--- src/rtl/scan_chain_loader.sv ---
// rtl/scan_chain_loader.sv - two-phase scan chain write sequencer for texture memory loads
// Frame per word is {start 0, addr MSB-first, data MSB-first}, one phi1/phi2 pair per bit, then a write strobe.
module scan_chain_loader #(
  parameter int ADDR_W   = 11,
  parameter int DATA_W   = 8,
  parameter int PHI_HALF = 1,
  parameter int DEPTH    = 2048
) (
  input  logic              clk,
  input  logic              rst,
  input  logic              req_valid,
  output logic              req_ready,
  input  logic [ADDR_W-1:0] req_addr,
  input  logic [DATA_W-1:0] req_data,
  input  logic              clear_count,
  output logic              phi1,
  output logic              phi2,
  output logic              scan_out,
  output logic              scan_wr,
  output logic              busy,
  output logic [ADDR_W:0]   word_count,
  output logic              load_done
);

  localparam int N  = 1 + ADDR_W + DATA_W;
  localparam int IW = $clog2(N);
  localparam logic [3:0]      PH_LAST = 4'(PHI_HALF - 1);
  localparam logic [ADDR_W:0] DEPTH_C = (ADDR_W + 1)'(DEPTH);

  typedef enum logic [2:0] {IDLE, SETUP, PH1, PH2, WRITE} state_t;

  state_t          state_q, state_d;
  logic [N-1:0]    shift_q, shift_d;
  logic [IW-1:0]   idx_q, idx_d;
  logic [3:0]      ph_q, ph_d;
  logic            so_d;
  logic [ADDR_W:0] cnt_d;
  logic            done_d;

  always_comb begin
    state_d = state_q;
    shift_d = shift_q;
    idx_d   = idx_q;
    ph_d    = ph_q;
    so_d    = scan_out;
    case (state_q)
      IDLE: begin
        if (req_valid && req_ready) begin
          shift_d = {1'b0, req_addr, req_data};
          idx_d   = IW'(N - 1);
          so_d    = shift_d[N-1];
          state_d = SETUP;
        end
      end
      SETUP: begin
        ph_d    = '0;
        state_d = PH1;
      end
      PH1: begin
        if (ph_q == PH_LAST) begin
          ph_d    = '0;
          state_d = PH2;
        end else begin
          ph_d = ph_q + 4'd1;
        end
      end
      PH2: begin
        if (ph_q == PH_LAST) begin
          ph_d = '0;
          if (idx_q == '0) begin
            state_d = WRITE;
          end else begin
            // scan_out only moves here, on the way back into SETUP
            shift_d = shift_q << 1;
            idx_d   = idx_q - 1'b1;
            so_d    = shift_d[N-1];
            state_d = SETUP;
          end
        end else begin
          ph_d = ph_q + 4'd1;
        end
      end
      WRITE: state_d = IDLE;
      default: state_d = IDLE;
    endcase
  end

  // Clear has priority over the increment of a coinciding WRITE.
  always_comb begin
    cnt_d  = word_count;
    done_d = load_done;
    if (clear_count) begin
      cnt_d  = '0;
      done_d = 1'b0;
    end else if (state_q == WRITE && word_count < DEPTH_C) begin
      cnt_d = word_count + 1'b1;
      if (word_count == DEPTH_C - 1'b1) begin
        done_d = 1'b1;
      end
    end
  end

  always_ff @(posedge clk or posedge rst) begin
    if (rst) begin
      state_q    <= IDLE;
      shift_q    <= '0;
      idx_q      <= '0;
      ph_q       <= '0;
      phi1       <= 1'b0;
      phi2       <= 1'b0;
      scan_out   <= 1'b0;
      scan_wr    <= 1'b0;
      busy       <= 1'b0;
      req_ready  <= 1'b1;
      word_count <= '0;
      load_done  <= 1'b0;
    end else begin
      state_q    <= state_d;
      shift_q    <= shift_d;
      idx_q      <= idx_d;
      ph_q       <= ph_d;
      phi1       <= (state_d == PH1);
      phi2       <= (state_d == PH2);
      scan_out   <= so_d;
      scan_wr    <= (state_d == WRITE);
      busy       <= (state_d != IDLE);
      req_ready  <= (state_d == IDLE);
      word_count <= cnt_d;
      load_done  <= done_d;
    end
  end

endmodule

--- config.mk ---
export PLATFORM = sky130hd
export DESIGN_NAME = scan_chain_loader
export DESIGN_NICKNAME = d
export VERILOG_FILES = /design/src/rtl/scan_chain_loader.sv
export SDC_FILE = /design/constraint.sdc
export NUM_CORES = 1
export LEC_CHECK = 0
export CAP_MARGIN = 30
export CORE_UTILIZATION = 45
export CTS_CLUSTER_SIZE = 20
export DETAILED_ROUTE_END_ITERATION = 6
export PLACE_DENSITY = 0.72
export SLEW_MARGIN = 20
export SYNTH_ARGS = -nofsm -noshare
export SYNTH_HDL_FRONTEND = slang
export SYNTH_SLANG_ARGS = --single-unit
export TNS_END_PERCENT = 5
--- constraint.sdc ---
create_clock -name clk -period 2 [get_ports clk]
set_input_delay 0.3 -clock clk [delete_from_list [all_inputs] [get_ports clk]]
set_output_delay 0.3 -clock clk [all_outputs]
set_load 0.005 [all_outputs]
---- Word level (Yosys, flattened, before mapping) ----
Index checks and enable logic that the tools add are counted.
word-level totals
  register bits after elaboration ......... 50
  logic and storage cells ................. 65
  output and inout port bits .............. 19
cells by class
  $lt $le $gt $ge ......................... 1
  eq/ne operators ......................... 11
  add/sub/neg operators ................... 3
  reductions and logical operators ........ 14
  muxes and demuxes ....................... 24
operator list
  kind                   number
  $mux 19                3
  $pmux 19 s2            1
  $mux 12                2
  $mux 5                 3
  $add 12x1->12 const B  1
  $eq 12x11->1 const B   1
  $eq 3x2->1 const B     4
  $lt 12x12->1 const B   1
  $mux 3                 4
  $pmux 3 s4             1
  $pmux 5 s2             1
  $pmux 4 s2             1
  $reduce_bool 2->1      4
  $eq 3x3->1 const B     2
  $logic_not 3->1        2
  $mux 1                 6
  $ne 2x2->1 const B     3
  $logic_not 5->1        1
  $sub 5x1->5 const B    1
  $add 4x1->4 const B    1
  $logic_not 4->1        1
  $mux 4                 1
  $reduce_and 4->1       1
  $eq 3x1->1 const B     1
  other kinds (5)        6

---- Logic depth before layout (Yosys ltp) ----
  depth after elaboration ................. 5
  gate-level depth with buffers ........... 9
  mapped depth without buffers ............ 6

---- Worst setup path before layout ----
Ideal clock, no wire load.
  kind .................................... reg2reg
  start ................................... register ph_q[0]
  end ..................................... register shift_q[0]
  path buffers ............................ 3
  clock period less this slack ............ 1898 ps
  stages on the path, launching flop included .. 10
  library setup time ...................... 126 ps
  setup slack ............................. 102 ps
  arrival ................................. 1772 ps
  path through ............................ dfrtp_1 -> inv_1 -> ha_1 -> or3b_2 -> clkbuf_1 -> nand2_1 -> o21a_1 -> buf_4 -> buf_2 -> o21ai_0
on the way
  longest elaborated chain between the ends .. 3
RTL lines
  element                            RTL line  RTL
  from (decl)                        35        logic [3:0] ph_q, ph_d;
  from (signal assigned)             121       ph_q <= ph_d;
  $logic_not 4->1                    68        if (ph_q == PH_LAST) begin
  $ne 2x2->1 (no source line)        -
  $reduce_and 4->1 (no source line)  -
  to (signal assigned)               119       shift_q <= shift_d;
  to (decl)                          33        logic [N-1:0] shift_q, shift_d;
No other way between the ends.
A chain may end at the register's enable or synchronous reset.

---- Worst setup path in the final report ----
  start ................................... register idx_q[0]
  end ..................................... register shift_q[12]
on the way
  longest elaborated chain between the ends .. 3
RTL lines
  element                            RTL line  RTL
  from (decl)                        34        logic [IW-1:0] idx_q, idx_d;
  from (signal assigned)             120       idx_q <= idx_d;
  $logic_not 5->1                    70        if (idx_q == '0) begin
  $ne 2x2->1 (no source line)        -
  $reduce_and 4->1 (no source line)  -
No other way between the ends.

==> results.txt <==
Ys Warns = 0
CP Max Fanout = 18
First DRT Iteration DRCs = 137
Vias/cell = 5.39
Fill cells = 451
Critical path data required time = 2240 ps
CTS sink cnt = 50
Fmax = 0.539 GHz
Clock power share = 35.8%
Core Area = 5110 µm²
Reg2reg end = shift_q[12]
Longest Clk Path Bufs = 2
Total Wirelength = 4970 µm
Total die area = 5620 µm²
Die Wd = 75.0 µm
Crit Path Category = reg -> reg
Post-DRT Antenna Nets = 0
Via count = 1828
Critical path endpoint category = register
VDD IR max = 0.309 mV
Max-cap violations = 0
Syn Std Cell Area = 2400 µm²
CP arrival = 2100 ps
Port-buffer cells = 41
GRT Overall Usage = 19.7%
Register area share after synthesis = 52.2%
Pre-antenna DRT Iters = 4
Design area = 3020 µm²
WL met1 = 2470 µm
Most frequent cells in the layout = dfrtp_1 (49), clkdlybuf4s50_1 (41), nor2_1 (19), o21a_1 (19), o22a_1 (18)
Switch Pwr = 0.356 mW
Fin. max-slew vios = 0
Minimum setup slack after placement = 141 ps
Final hold violations = 0
Largest net degree at the start of global routing = 26
Period utilization = 92.8%
Routed met3 length = 142 µm
Top delay family on crit path = simple AND/OR/NAND/NOR gates
Initial antenna violation count = 0
Status = completed
Clock latency on the worst-skew pair = 300 ps
Pwr dens = 560 nW/µm²
Synth Area in Simple Gates = 17.7%
# setup viols final = 0
Post-layout min period = 1860 ps
Clock skew = 10.2 ps
# IOs = 42
Fin Hold WS = 289 ps
Crit path cell chain = inv_1 -> ha_1 -> or4b_1 -> nand3_2 -> o22a_1 -> o21a_1
Hold Path Class = in -> async
EDFF count, synth = 0
Final core occ = 59.1%
RSZ-0062 raised after global routing = no
Share of cells above drive strength 1 = 9.67%
Actual slew at the worst max-slew pin = 658 ps
Post-CTS Hold Fix Bufs = 0
CP peak stage delay = 470 ps
Async SR Flop Fraction = 100%
Slew HR = 55.7%
Gr ovfl total = 0
CP Buf/Inv Count = 1
Clock slew at reported path FFs = 90 ps
Final setup margin = 145 ps
# DRC = 0
Final Wtd Congestion = 0.825
XOR/XNOR share of the synthesized area = 4.02%
Flop2flop setup slack = 140 ps
Worst R2R Path Depth = 6
Cell row count = 26
Nets = 296
Die height = 75.0 µm
CTS tree = yes
Syn nets = 252
Placed Area = 2920 µm²
Post-Place Cells = 331
Setup TNS = 0 ps
Pint = 1.33 mW
Final Instance Count excl. Fillers = 339
Compound-Gate Fraction of Synth Area = 18.2%
Reg power frac = 59.8%
Clock root buffer = clkbuf_8
DP Wirelength = 3420 µm
Post-synthesis adder-cell area fraction = 2.61%
Lkg Pwr = 1.23 nW
Commonest non-fill, non-tap cell in the layout = dfrtp_1
H-tree level count = 2
Largest family of logic cells by synthesized area = compound AO/OA/AOI/OAI gates
CTS buffer count = 5
Startpoint types = register
Multiplexer share of the synthesized area = 0.887%
Initial Util = 46.9%
Met2 wire length = 2280 µm
Routed len/inst = 14.7 µm
Area delta synth->final = 25.8%
Synth Flop Type = dfrtp_1
Syn Area/Cell = 10.7 µm²
Max layer used = met4
# diodes = 0
Slowest cell on crit path = or4b_1
Total power = 1.69 mW
Post-Synthesis Cells = 224
Global-route wire length before repair = 8340 µm
Number of distinct library cells after synthesis = 45
Vias in the first global route = 1829
Switch share = 21.1%
Worst reg2reg path startpoint = idx_q[0]
Logic gate share of total power = 4.4%
Yosys reg bits = 50
==> cells by family after synthesis <==
family,Yosys count
AOI/OAI and AO/OA,58
xor gates and xnor gates,11
adders and majority gates,5
buffers and inverters,23
DFF,50
muxes,2
and+or+nand+nor,75
==> worst register-to-register path: stages (launching register included) <==
cell and delay [ps]:
dfrtp_1 430, inv_1 100, ha_1 170, or4b_1 470
nand3_2 300, o22a_1 220, o21a_1 110
==> area by class of cell <==
class	count	area (µm²)	area share, %
Sequential cell	50	1250	41.5
Inverter	11	41.3	1.37
Timing Repair Buffer	49	495	16.4
Tap cell	70	87.6	2.90
Clock inverter	1	5.00	0.166
Multi-Input combinational cell	151	1050	34.8
Clock buffer	7	86.3	2.86
==> synthesized netlist by cell type, types with 2 or more instances <==
master / n / share of area, %
dfrtp_1: 49 / 51
nor2_1: 19 / 3.0
o21a_1: 19 / 6.0
o22a_1: 18 / 6.6
nand2_1: 14 / 2.2
inv_1: 11 / 1.7
nor3_1: 9 / 1.9
nand3_1: 8 / 1.7
clkbuf_1: 6 / 0.94
nand4_1: 6 / 1.6
xnor2_1: 6 / 2.2
a21oi_1: 5 / 1.0
ha_1: 5 / 2.6
o21ai_0: 5 / 1.0
xor2_1: 5 / 1.8
buf_2: 4 / 0.84
o31ai_1: 3 / 0.94
and3_1: 2 / 0.52
nand3_2: 2 / 0.84
nand3b_1: 2 / 0.63
or4_1: 2 / 0.63
==> worst max-delay path by stage <==
stage	startpoint	to	slack (ps)	cells after the start
after detailed placement	idx_q[0]	shift_q[8]	140	7
final	idx_q[0]	shift_q[12]	140	6
after CTS	idx_q[0]	shift_q[6]	110	7
after global placement	state_q[0]	word_count[9]	190	4
after floorplan	ph_q[0]	shift_q[0]	100	9
after global routing	idx_q[0]	shift_q[12]	10	6
==> timing repair <==
action / in CTS / in global routing
resized for setup: 0 / 1
endpoints found under the setup margin: 0 / 18
setup buffers: 0 / 0
==> flip-flops by register name, indices dropped and copies added (netlist names), 3 cells and up <==
| name | cells |
|---|---|
| state_q | 3 |
| shift_q | 19 |
| word_count | 12 |
| idx_q | 5 |
| ph_q | 4 |
==> layer usage <==
metal	global-route usage [%]	vias up
li1	-	899
met4	5.66	0
met5	0	-
met3	4.15	9
met1	28.4	888
met2	30.0	32
==> power groups by stage <==
stage / clock network [mW] / logic [mW] / registers, mW
after floorplan: 0 / 0.0173 / 1.03
after global placement: 0 / 0.0763 / 1.03
after detailed placement: 0 / 0.0762 / 1.03
after CTS: 0.623 / 0.0765 / 1.01
after global routing: 0.667 / 0.0816 / 1.01
final: 0.604 / 0.0746 / 1.01
Power figures use the tool's default switching activity.
